===== src/rtl/fetch_unit.sv =====
// fetch_unit: RV32I instruction fetch stage with imem req/gnt/rvalid and decode valid/ready.
// Ports: clk, rst_n, redirect_*, imem_*, inst_*, pc_plus4, misalign_err; option FETCH_MISALIGN_CHECK_EN.
module fetch_unit #(
  parameter int                    DATA_WIDTH   = 32,
  parameter logic [DATA_WIDTH-1:0] RESET_VECTOR = '0
) (
  input  logic                  clk,
  input  logic                  rst_n,
  input  logic                  redirect_valid,
  input  logic [DATA_WIDTH-1:0] redirect_pc,
  output logic                  imem_req,
  output logic [DATA_WIDTH-1:0] imem_addr,
  input  logic                  imem_gnt,
  input  logic                  imem_rvalid,
  input  logic [31:0]           imem_rdata,
  output logic                  inst_valid,
  input  logic                  inst_ready,
  output logic [31:0]           inst,
  output logic [DATA_WIDTH-1:0] inst_pc,
  output logic [DATA_WIDTH-1:0] pc_plus4,
  output logic                  misalign_err
);

  typedef enum logic [1:0] {
    IDLE,
    REQ,
    WAIT,
    HOLD
  } state_t;

  localparam logic [DATA_WIDTH-1:0] FOUR = DATA_WIDTH'(4);
  localparam logic [31:0]           NOP  = 32'h0000_0013;

  state_t                state_q, state_d;
  logic [DATA_WIDTH-1:0] pc_q, pc_d, tgt;
  logic                  drop_q, drop_d;
  logic                  err_q, err_d;
  logic                  bad, redir, cap;

`ifdef FETCH_MISALIGN_CHECK_EN
  assign tgt = redirect_pc;
  assign bad = redirect_valid & (|redirect_pc[1:0]);
`else
  logic unused_lo;
  assign unused_lo = ^redirect_pc[1:0];
  assign tgt = {redirect_pc[DATA_WIDTH-1:2], 2'b00};
  assign bad = 1'b0;
`endif

  assign redir = redirect_valid & ~bad;

  always_comb begin
    state_d    = state_q;
    pc_d       = pc_q;
    drop_d     = drop_q;
    err_d      = err_q;
    cap        = 1'b0;
    imem_req   = 1'b0;
    inst_valid = 1'b0;
    unique case (state_q)
      IDLE: begin
        if (redir) begin
          pc_d    = tgt;
          state_d = REQ;
        end else if (!err_q) begin
          state_d = REQ;
        end
      end
      REQ: begin
        imem_req = 1'b1;
        if (redir) begin
          pc_d = tgt;
          if (imem_gnt) begin
            state_d = WAIT;
            drop_d  = 1'b1;
          end
        end else if (imem_gnt) begin
          state_d = WAIT;
        end
      end
      WAIT: begin
        if (redir) begin
          pc_d = tgt;
          // Response arriving with the redirect belongs to the old pc.
          if (imem_rvalid) begin
            drop_d  = 1'b0;
            state_d = REQ;
          end else begin
            drop_d = 1'b1;
          end
        end else if (imem_rvalid) begin
          if (drop_q) begin
            drop_d  = 1'b0;
            state_d = REQ;
          end else begin
            cap     = 1'b1;
            state_d = HOLD;
          end
        end
      end
      HOLD: begin
        inst_valid = ~redirect_valid;
        if (redir) begin
          pc_d    = tgt;
          state_d = REQ;
        end else if (inst_ready) begin
          pc_d    = pc_q + FOUR;
          state_d = REQ;
        end
      end
      default: state_d = IDLE;
    endcase
    // Misaligned target parks the stage until an aligned redirect.
    if (bad) begin
      state_d = IDLE;
      drop_d  = 1'b0;
      err_d   = 1'b1;
    end else if (redir) begin
      err_d = 1'b0;
    end
  end

  always_ff @(posedge clk or negedge rst_n) begin
    if (!rst_n) begin
      state_q <= IDLE;
      pc_q    <= RESET_VECTOR;
      drop_q  <= 1'b0;
      err_q   <= 1'b0;
      inst    <= NOP;
      inst_pc <= RESET_VECTOR;
    end else begin
      state_q <= state_d;
      pc_q    <= pc_d;
      drop_q  <= drop_d;
      err_q   <= err_d;
      if (cap) begin
        inst    <= imem_rdata;
        inst_pc <= pc_q;
      end
    end
  end

  assign imem_addr    = pc_q;
  assign pc_plus4     = inst_pc + FOUR;
  assign misalign_err = err_q;

endmodule


===== config.mk =====
export PLATFORM = sky130hd
export DESIGN_NAME = fetch_unit
export DESIGN_NICKNAME = d
export VERILOG_FILES = /design/src/rtl/fetch_unit.sv
export SDC_FILE = /design/constraint.sdc
export NUM_CORES = 1
export LEC_CHECK = 0
export BUFFER_PORTS_ARGS = -buffer_cell sky130_fd_sc_hd__buf_2
export CAP_MARGIN = 5
export CELL_PAD_IN_SITES_DETAIL_PLACEMENT = 0
export CELL_PAD_IN_SITES_GLOBAL_PLACEMENT = 1
export CORE_MARGIN = 1.5
export CORE_UTILIZATION = 34
export CTS_BUF_LIST = sky130_fd_sc_hd__clkbuf_4 sky130_fd_sc_hd__clkbuf_8 sky130_fd_sc_hd__clkbuf_16
export DETAILED_ROUTE_END_ITERATION = 8
export PLACE_DENSITY_LB_ADDON = 0.15
export SLEW_MARGIN = 0
export SYNTH_ARGS = -nofsm -noshare
export SYNTH_HDL_FRONTEND = slang
export SYNTH_SLANG_ARGS = --single-unit

===== constraint.sdc =====
create_clock -name clk -period 1.6 [get_ports clk]
set_input_delay 0.24 -clock clk [delete_from_list [all_inputs] [get_ports clk]]
set_output_delay 0.24 -clock clk [all_outputs]
set_load 0.01 [all_outputs]

== Word level (Yosys, flattened, before mapping) ==
Index checks and enable logic that the tools add are counted.
W data, S select, Z words.
Cells by class
  add/sub/neg operators: 2
  equal/unequal tests: 9
  muxes and demuxes: 24
  bitwise logic cells: 1
  reduce and logical (&&, ||, !) cells: 6
Operators by type and width (number)
  $mux W32: 3
  $add A32 B3 Y32 const B: 2
  $pmux W32 S2: 1
  $mux W2: 7
  $mux W1: 11
  $pmux W2 S4: 1
  $ne A2 B2 Y1 const B: 3
  $ne A3 B3 Y1 const B: 2
  $eq A2 B2 Y1 const B: 2
  $reduce_and A4 Y1: 1
  $reduce_and A3 Y1: 1
  $reduce_or A3 Y1: 1
  $eq A2 B1 Y1 const B: 1
  $logic_not A2 Y1: 1
  $ne A2 B1 Y1 const B: 1
  $pmux W1 S2: 1
  $reduce_and A2 Y1: 1
  $reduce_bool A2 Y1: 1
  $not A1 Y1: 1
Storage, ports and cells
  register bits after elaboration: 99
  input port bits: 70
  output and inout port bits: 131

== Logic depth before layout (Yosys ltp) ==
Gate-level depths: netlist of run 1.
  depth in word-level cells: 4
  mapped depth: 9

== Worst setup path after synthesis of run 1 ==
No wires, ideal clock.
  path kind: flip-flop to output port
  start: reg inst_pc[5]
  end: out pc_plus4[27]
  arrival time: 1.707 ns
  path slack: -0.347 ns
  stages on the path, launching flop included: 6
  buffers on the path: 1
  cell sequence: dfrtp_1 -> nand4_1 -> or4_1 -> buf_2 -> nor3_2 -> xor2_1
On the way
  cells in the longest elaborated chain, start to end: 1
RTL lines
  start, declared: line 19  | output logic [DATA_WIDTH-1:0] inst_pc,
  start signal, assigned: line 138  | inst_pc <= pc_q;
  $add A32 B3 Y32: line 144  | assign pc_plus4 = inst_pc + FOUR;
  end, declared: line 20  | output logic [DATA_WIDTH-1:0] pc_plus4,
Every way passes these cells.

== Final worst setup path of run 1 ==
  start: reg inst_pc[2]
  end: out pc_plus4[22]
The elaborated chain is that of the path after synthesis.

==> results of run 1 <==
[path summary, 6_finish.rpt]
check	startpoint	end	slack [ns]	depth (start not counted)
worst min register to register	inst[26]	inst[26]	0.51	1
worst max-delay path	inst_pc[2]	pc_plus4[22]	-0.61	8
max in group asynchronous	rst_n	inst[4]	0.63	3
worst max register to register	state_q[1]	imem_addr[29]	-0.15	8
worst min-delay path	imem_rdata[26]	inst[26]	0.12	2
min in group asynchronous	rst_n	imem_addr[22]	0.36	2
[power breakdown]
group	switching, uW	internal, uW
Clock	951	1090
Sequential	728	3420
Combinational	3890	4190
Total	5570	8700
[logic make-up (layout without fill, tap and decap cells)]
kind of cell / count (synthesis) / in the layout / share of synthesized area [%]
fa+ha+maj: 6 / 6 / 1.41
compound gates: 89 / 89 / 10.9
xor+xnor: 28 / 28 / 4.62
buf+inv: 45 / 388 / 4.13
mux: 71 / 71 / 14.8
simple gates: 175 / 175 / 19.2
other cells: 1 / 7 / 0.0707
flops: 95 / 95 / 44.9
[synth_stat cells (13+ instances only)]
master and number:
dfrtp_1 92, mux2_2 59, nand2_1 33, nor2_1 25, a21oi_1 21, nand3_1 21
o21ai_0 20, buf_2 19, nand4_1 16, xor2_1 15, and3_1 14, nand2b_1 14
xnor2_1 13
[sequential cells by signal, summed over array words and instances, names as in the netlist]
register / cells
state_q: 2
inst: 32
inst_pc: 30
imem_addr: 30
drop_q: 1
[placed cells by master (no fill, tap or decap), types with 5 or more instances in the layout]
master,Yosys,routed
nor2_1,25,14
buf_6,0,35
dfrtp_2,0,15
nor2_2,0,5
nor2_4,0,6
and4_1,10,9
o21ai_0,20,7
nand2b_1,14,11
nand4_1,16,16
a311oi_1,6,6
buf_8,0,7
mux2_4,0,59
nor3_1,11,5
mux2i_1,12,8
and3_1,14,11
a31oi_1,7,7
buf_16,0,8
nand2_1,33,28
buf_4,7,110
nor4_1,8,5
ha_4,0,5
a21oi_2,0,9
xnor2_2,0,5
xor2_1,15,15
o21ai_1,0,5
buf_2,19,188
buf_12,0,12
inv_1,11,8
xnor2_1,13,8
clkbuf_16,0,9
nor3_2,3,8
o21ai_2,0,8
dfrtp_1,92,77
a21oi_1,21,9
conb_1,1,7
nand3_1,21,15
o22ai_1,5,5
[metal layers]
layer	track usage, %	up-vias	wire length [um]
met2	37.6	159	9490
met4	7.93	2	331
li1	-	2569	-
met3	3.96	24	1060
met1	31.5	2769	8490
met5	0	-	11
[worst reg2reg max path, delay by kind of cell (launching register included)]
family / cells / cell delay, ns
AO/OA/AOI/OAI: 2 / 0.54
adder cells (fa/ha/maj): 1 / 0.15
buffers and inverters: 3 / 0.39
flip-flops: 1 / 0.38
multiplexers: 1 / 0.11
AND/OR/NAND/NOR: 1 / 0.06
[per-stage QoR]
| step | cell area [sq um] | setup TNS (ns) |
|---|---|---|
| floorplan | 5460 | -2.64 |
| global route | 9240 | -21.04 |
| finish | 9240 | -15.04 |
| detailed placement | 7410 | -5.71 |
| global placement | 7410 | -3.84 |
| CTS | 8900 | -14.32 |
[layout make-up]
class                      count  area [sq um]
inverter                      11          46.3
tap                          188           235
clock inverter                 5          33.8
fill                        1284          5960
clock buffer                  11           240
multi-input combinational    376          3550
timing repair buffer         361          2740
sequential                    95          2400
[what timing repair did]
action	CTS	global route
resized for setup	171	79
hold buffers	1	0
cloned	12	1
buffers inserted	27	17
endpoints found under the setup margin	106	121
pin swaps	27	28
hold endpoints to repair	26	0
==> results.toml, run 1 <==
[timing]
period_share_pct = 138
fmaxAchievable_ghz = 0.452
fin_skew_ns = 0.0118
setup_viol = 94
final-max-slew-violation-count = 0
hold_violations = 0
period_needed_ns = 2.21
layout_setup_ws_ns = -0.613
holdWs_ns = 0.117
rsz0062_at_grt = "true"

[grt]
grt_pass1_vias = 5475
antenna_found_initial = 1
grt_pass1_wl_um = 29500
globalRoute.totalOverflow = 0
grt_usage_pct = 23.2
grt_max_degree = 39

[critical_path]
path_buf_inv = 3
cp-end-kind = "output pin"
cp_common_cell = "buf_4"
criticalPathCategory = "reg2out"
required_ns = 1.36
crit_family = "simple AND/OR/NAND/NOR gates"
crit_fanout = 6
cp.arrival_ns = 1.97
start_kind = "register"
cp_cell_sequence = "ha_2, nand2_2, nor4_4, buf_4, buf_4, nand3_2, xnor2_2, buf_2"
slowest_stage = "dfrtp_1"
critPathMaxStageDelay_ns = 0.39

[placement]
placed_cells = 979
post-place-ws_ns = -0.339
place_congestion = 0.835
io_buffers = 191
hpwl_um = 13300

[logic_synthesis]
yosysSeqAreaShare_pct = 44.9
synth-main-ff-cell = "dfrtp_1"
synthArstFlopShare_pct = 100
synth_edf_count = 0
yosys_register_bits = 95
avgSynthCellArea_sq_um = 10.4
synth.area.top_cells = "dfrtp_1 (43%), mux2_2 (13%), xor2_1 (2.5%), nand2_1 (2.3%), mux2i_1 (2.3%)"
synth.distinct_cells = 57
synth_top_area_cell = "dfrtp_1"
netlist_area_sq_um = 5310
ys.warnings.count = 0
yosys.area.top_type_share_pct = 43.4
synth_cells = 510

[hold_path]
hold_class = "in2reg"

[floorplan]
die_area_sq_um = 16400
io_pins = 201
chipWidth_um = 128
fp-row-count = 45
core_area_sq_um = 15200
die-height_um = 128
start_util_pct = 34.9

[power_and_ir_drop]
leakage_uw = 0.00448
p_per_area_nw_per_um2 = 1550
power_uw = 14300
ir_worst_vdd_v = 0.000638

[finish]
final_util_pct = 60.8
drive_gt1_share_pct = 64.5
area_growth_pct = 74.1
final_cells = 1047
fin_nets = 930
antennaDiodeCount = 0

[routing]
ant_nets = 0
detail_route.iter0.violations = 260
drt-pass1-iter-count = 4
wl_per_cell_um = 18.5
via_count = 5523
drc = 0
routed_wl_um = 19400
viasPerCell = 5.28

[clocking]
root_buffer = "clkbuf_16"
cts.htree.levels = 3
cts_buffer_depth = 2
path_clk_slew_ns = 0.07
cts_inserted_buffers = 9
cts.sinks = 95
clock_latency_ns = 0.35
cts_tree = "built"

[run_status]
violations = "setup timing"
outcome = "finished with violations"

[run]
drv_cap = 0
Power figures use the tool's default switching activity.
==> run 2: changes to the inputs <==
CORE_ASPECT_RATIO = 0.7   (was default)
SETUP_SLACK_MARGIN = 0.4   (was default)
==> run 2 against run 1 <==
Compared with the run above:
- the run still ends with setup timing left
- sequential share of layout area decreased by 4.2 points
- sequential power grew 4%
- clock-buffer cell count shrank 2
- power increased by 24%
- combinational power rose by 34%
- via count is 8.3% higher
- register-to-register slack hardly changed
- final area up 20%
- critical path depth fell by 3
- critical path type unchanged
- critical endpoint is now pc_plus4[31]
- core utilization is 13 points higher
- global-route usage grew 2.8 points
==> results.toml, run 2 (synthesis gave the netlist of run 1 again) <==
[clocking]
cts.htree.levels = 3
path_clk_slew_ns = 0.07
cts_inserted_buffers = 9
cts.sinks = 95
cts_tree = "built"
cts_buffer_depth = 2
root_buffer = "clkbuf_16"
clock_latency_ns = 0.36

[routing]
drt-pass1-iter-count = 5
wl_per_cell_um = 19.9
ant_nets = 0
via_count = 5982
routed_wl_um = 22300
drc = 0
viasPerCell = 5.36
detail_route.iter0.violations = 313

[grt]
antenna_found_initial = 0
grt_pass1_vias = 5949
grt_max_degree = 40
grt_usage_pct = 26.0
globalRoute.totalOverflow = 0
grt_pass1_wl_um = 33400

[finish]
largest_reg_flops = 32
mostFrequentLayoutCell = "buf_6"
layout_common_cells = "buf_6 (166), buf_2 (131), buf_4 (81)"
antennaDiodeCount = 0
area_growth_pct = 109
drive_gt1_share_pct = 73.9
fin_nets = 993
final_util_pct = 74.2
largest-register = "inst"
multi_input_area_sq_um = 3930
regArea_sq_um = 2420
fillers = 1005

[floorplan]
die_area_sq_um = 16400
chipWidth_um = 152
core_area_sq_um = 15000
fp-row-count = 37
io_pins = 201
die-height_um = 108
start_util_pct = 35.5

[critical_path]
criticalPathCategory = "reg2out"
critPathMaxStageDelay_ns = 0.63
start_kind = "register"
rr_startpoint = "state_q[1]"
cp.arrival_ns = 2.04
crit_fanout = 5
path_buf_inv = 1
startpoint = "inst_pc[6]"
slowest_stage = "or4_4"
required_ns = 1.36
crit_family = "simple AND/OR/NAND/NOR gates"
worstSetupPathDepth = 5
ff2ff_path_depth = 8
cp-end-kind = "output pin"
cp_cell_sequence = "nand4_1, or4_4, nor3_2, xor2_1, buf_2"

[timing]
hold_violations = 0
rsz0062_at_grt = "true"
tightestPinTransition_ns = 0.515
fin_skew_ns = 0.00742
final-max-slew-violation-count = 0
setup_tns_ns = -18.92
setup_viol = 110
layout_setup_ws_ns = -0.680
fmaxAchievable_ghz = 0.439
period_share_pct = 142
period_needed_ns = 2.28
max_slew_margin_pct = 65.5

[run]
drv_cap = 0

[placement]
io_buffers = 191
place_congestion = 0.809
hpwl_um = 13500

[power_and_ir_drop]
p_per_area_nw_per_um2 = 1590
leakage_uw = 0.00530
ir_worst_vdd_v = 0.000733

[hold_path]
hold_start = "imem_rdata[9]"
holdPathStages = 2
hold_class = "in2reg"

[run_status]
violations = "setup timing"
outcome = "finished with violations"
run 2: cell count changes in the layout (fill, tap and decap cells not counted), moves of 7 or more:
cell      previous run  this run
buf_16               8        17
buf_2              188       131
buf_4              110        81
buf_6               35       166
dfrtp_1             77        64
dfrtp_2             15        28
nand2b_1            11         4
nand2b_4             3        10
run 2: what timing repair did:
item,4_1_cts,5_1_grt
gates cloned,18,1
endpoints found under the setup margin,188,189
pin swaps,57,54
setup buffers,71,31
resized for setup,246,139
hold buffers,1,0
endpoints found under the hold margin,16,0
run 2: report_power, final:
group / switching (uW) / leakage [uW] / total [uW] / internal (uW)
Sequential: 850 / 0.00116 / 4300 / 3450
Clock: 1030 / 0.000167 / 2580 / 1550
Combinational: 4670 / 0.00398 / 10800 / 6130
Total: 6560 / 0.00530 / 17700 / 11100
run 2: final cells by class:
| type | instances | area share (%) |
|---|---|---|
| flip-flops and latches | 95 | 21.8 |
| well taps | 195 | 2.20 |
| clock buffers | 9 | 2.03 |
| clock inverters | 7 | 1.12 |
| inverters | 11 | 0.485 |
| repair buffers | 423 | 37.0 |
| multi-input cells | 377 | 35.4 |
run 2: through the flow:
stage,setup WS (ns),hold slack [ns],std cells,power (uW),cell area (sq um)
3_3_place_gp,-0.352,0.137,979,11000,7750
6_report,-0.680,0.106,1117,17700,11100
3_5_place_dp,-0.380,0.144,979,11100,7750
2_1_floorplan,-0.286,-0.0556,516,7820,5970
4_1_cts,-0.656,0.0970,1085,16100,10200
5_1_grt,-0.730,0.0991,1117,18500,11100
run 2: path summary, 6_finish.rpt:
path	to	slack [ns]
worst max-delay path	pc_plus4[31]	-0.68
worst min-delay path	inst[9]	0.11
worst max register to register	imem_addr[19]	-0.15
worst min register to register	inst[30]	0.51
max in group asynchronous	imem_addr[15]	0.72
min in group asynchronous	inst[14]	0.31
run 2: metal layers:
layer	GRT usage, %	vias to the layer above	wire length [um]
met3	5.15	30	1420
met4	5.89	0	274
met1	36.5	2984	10100
met2	41.5	253	10500
li1	-	2715	-
met5	0	-	0
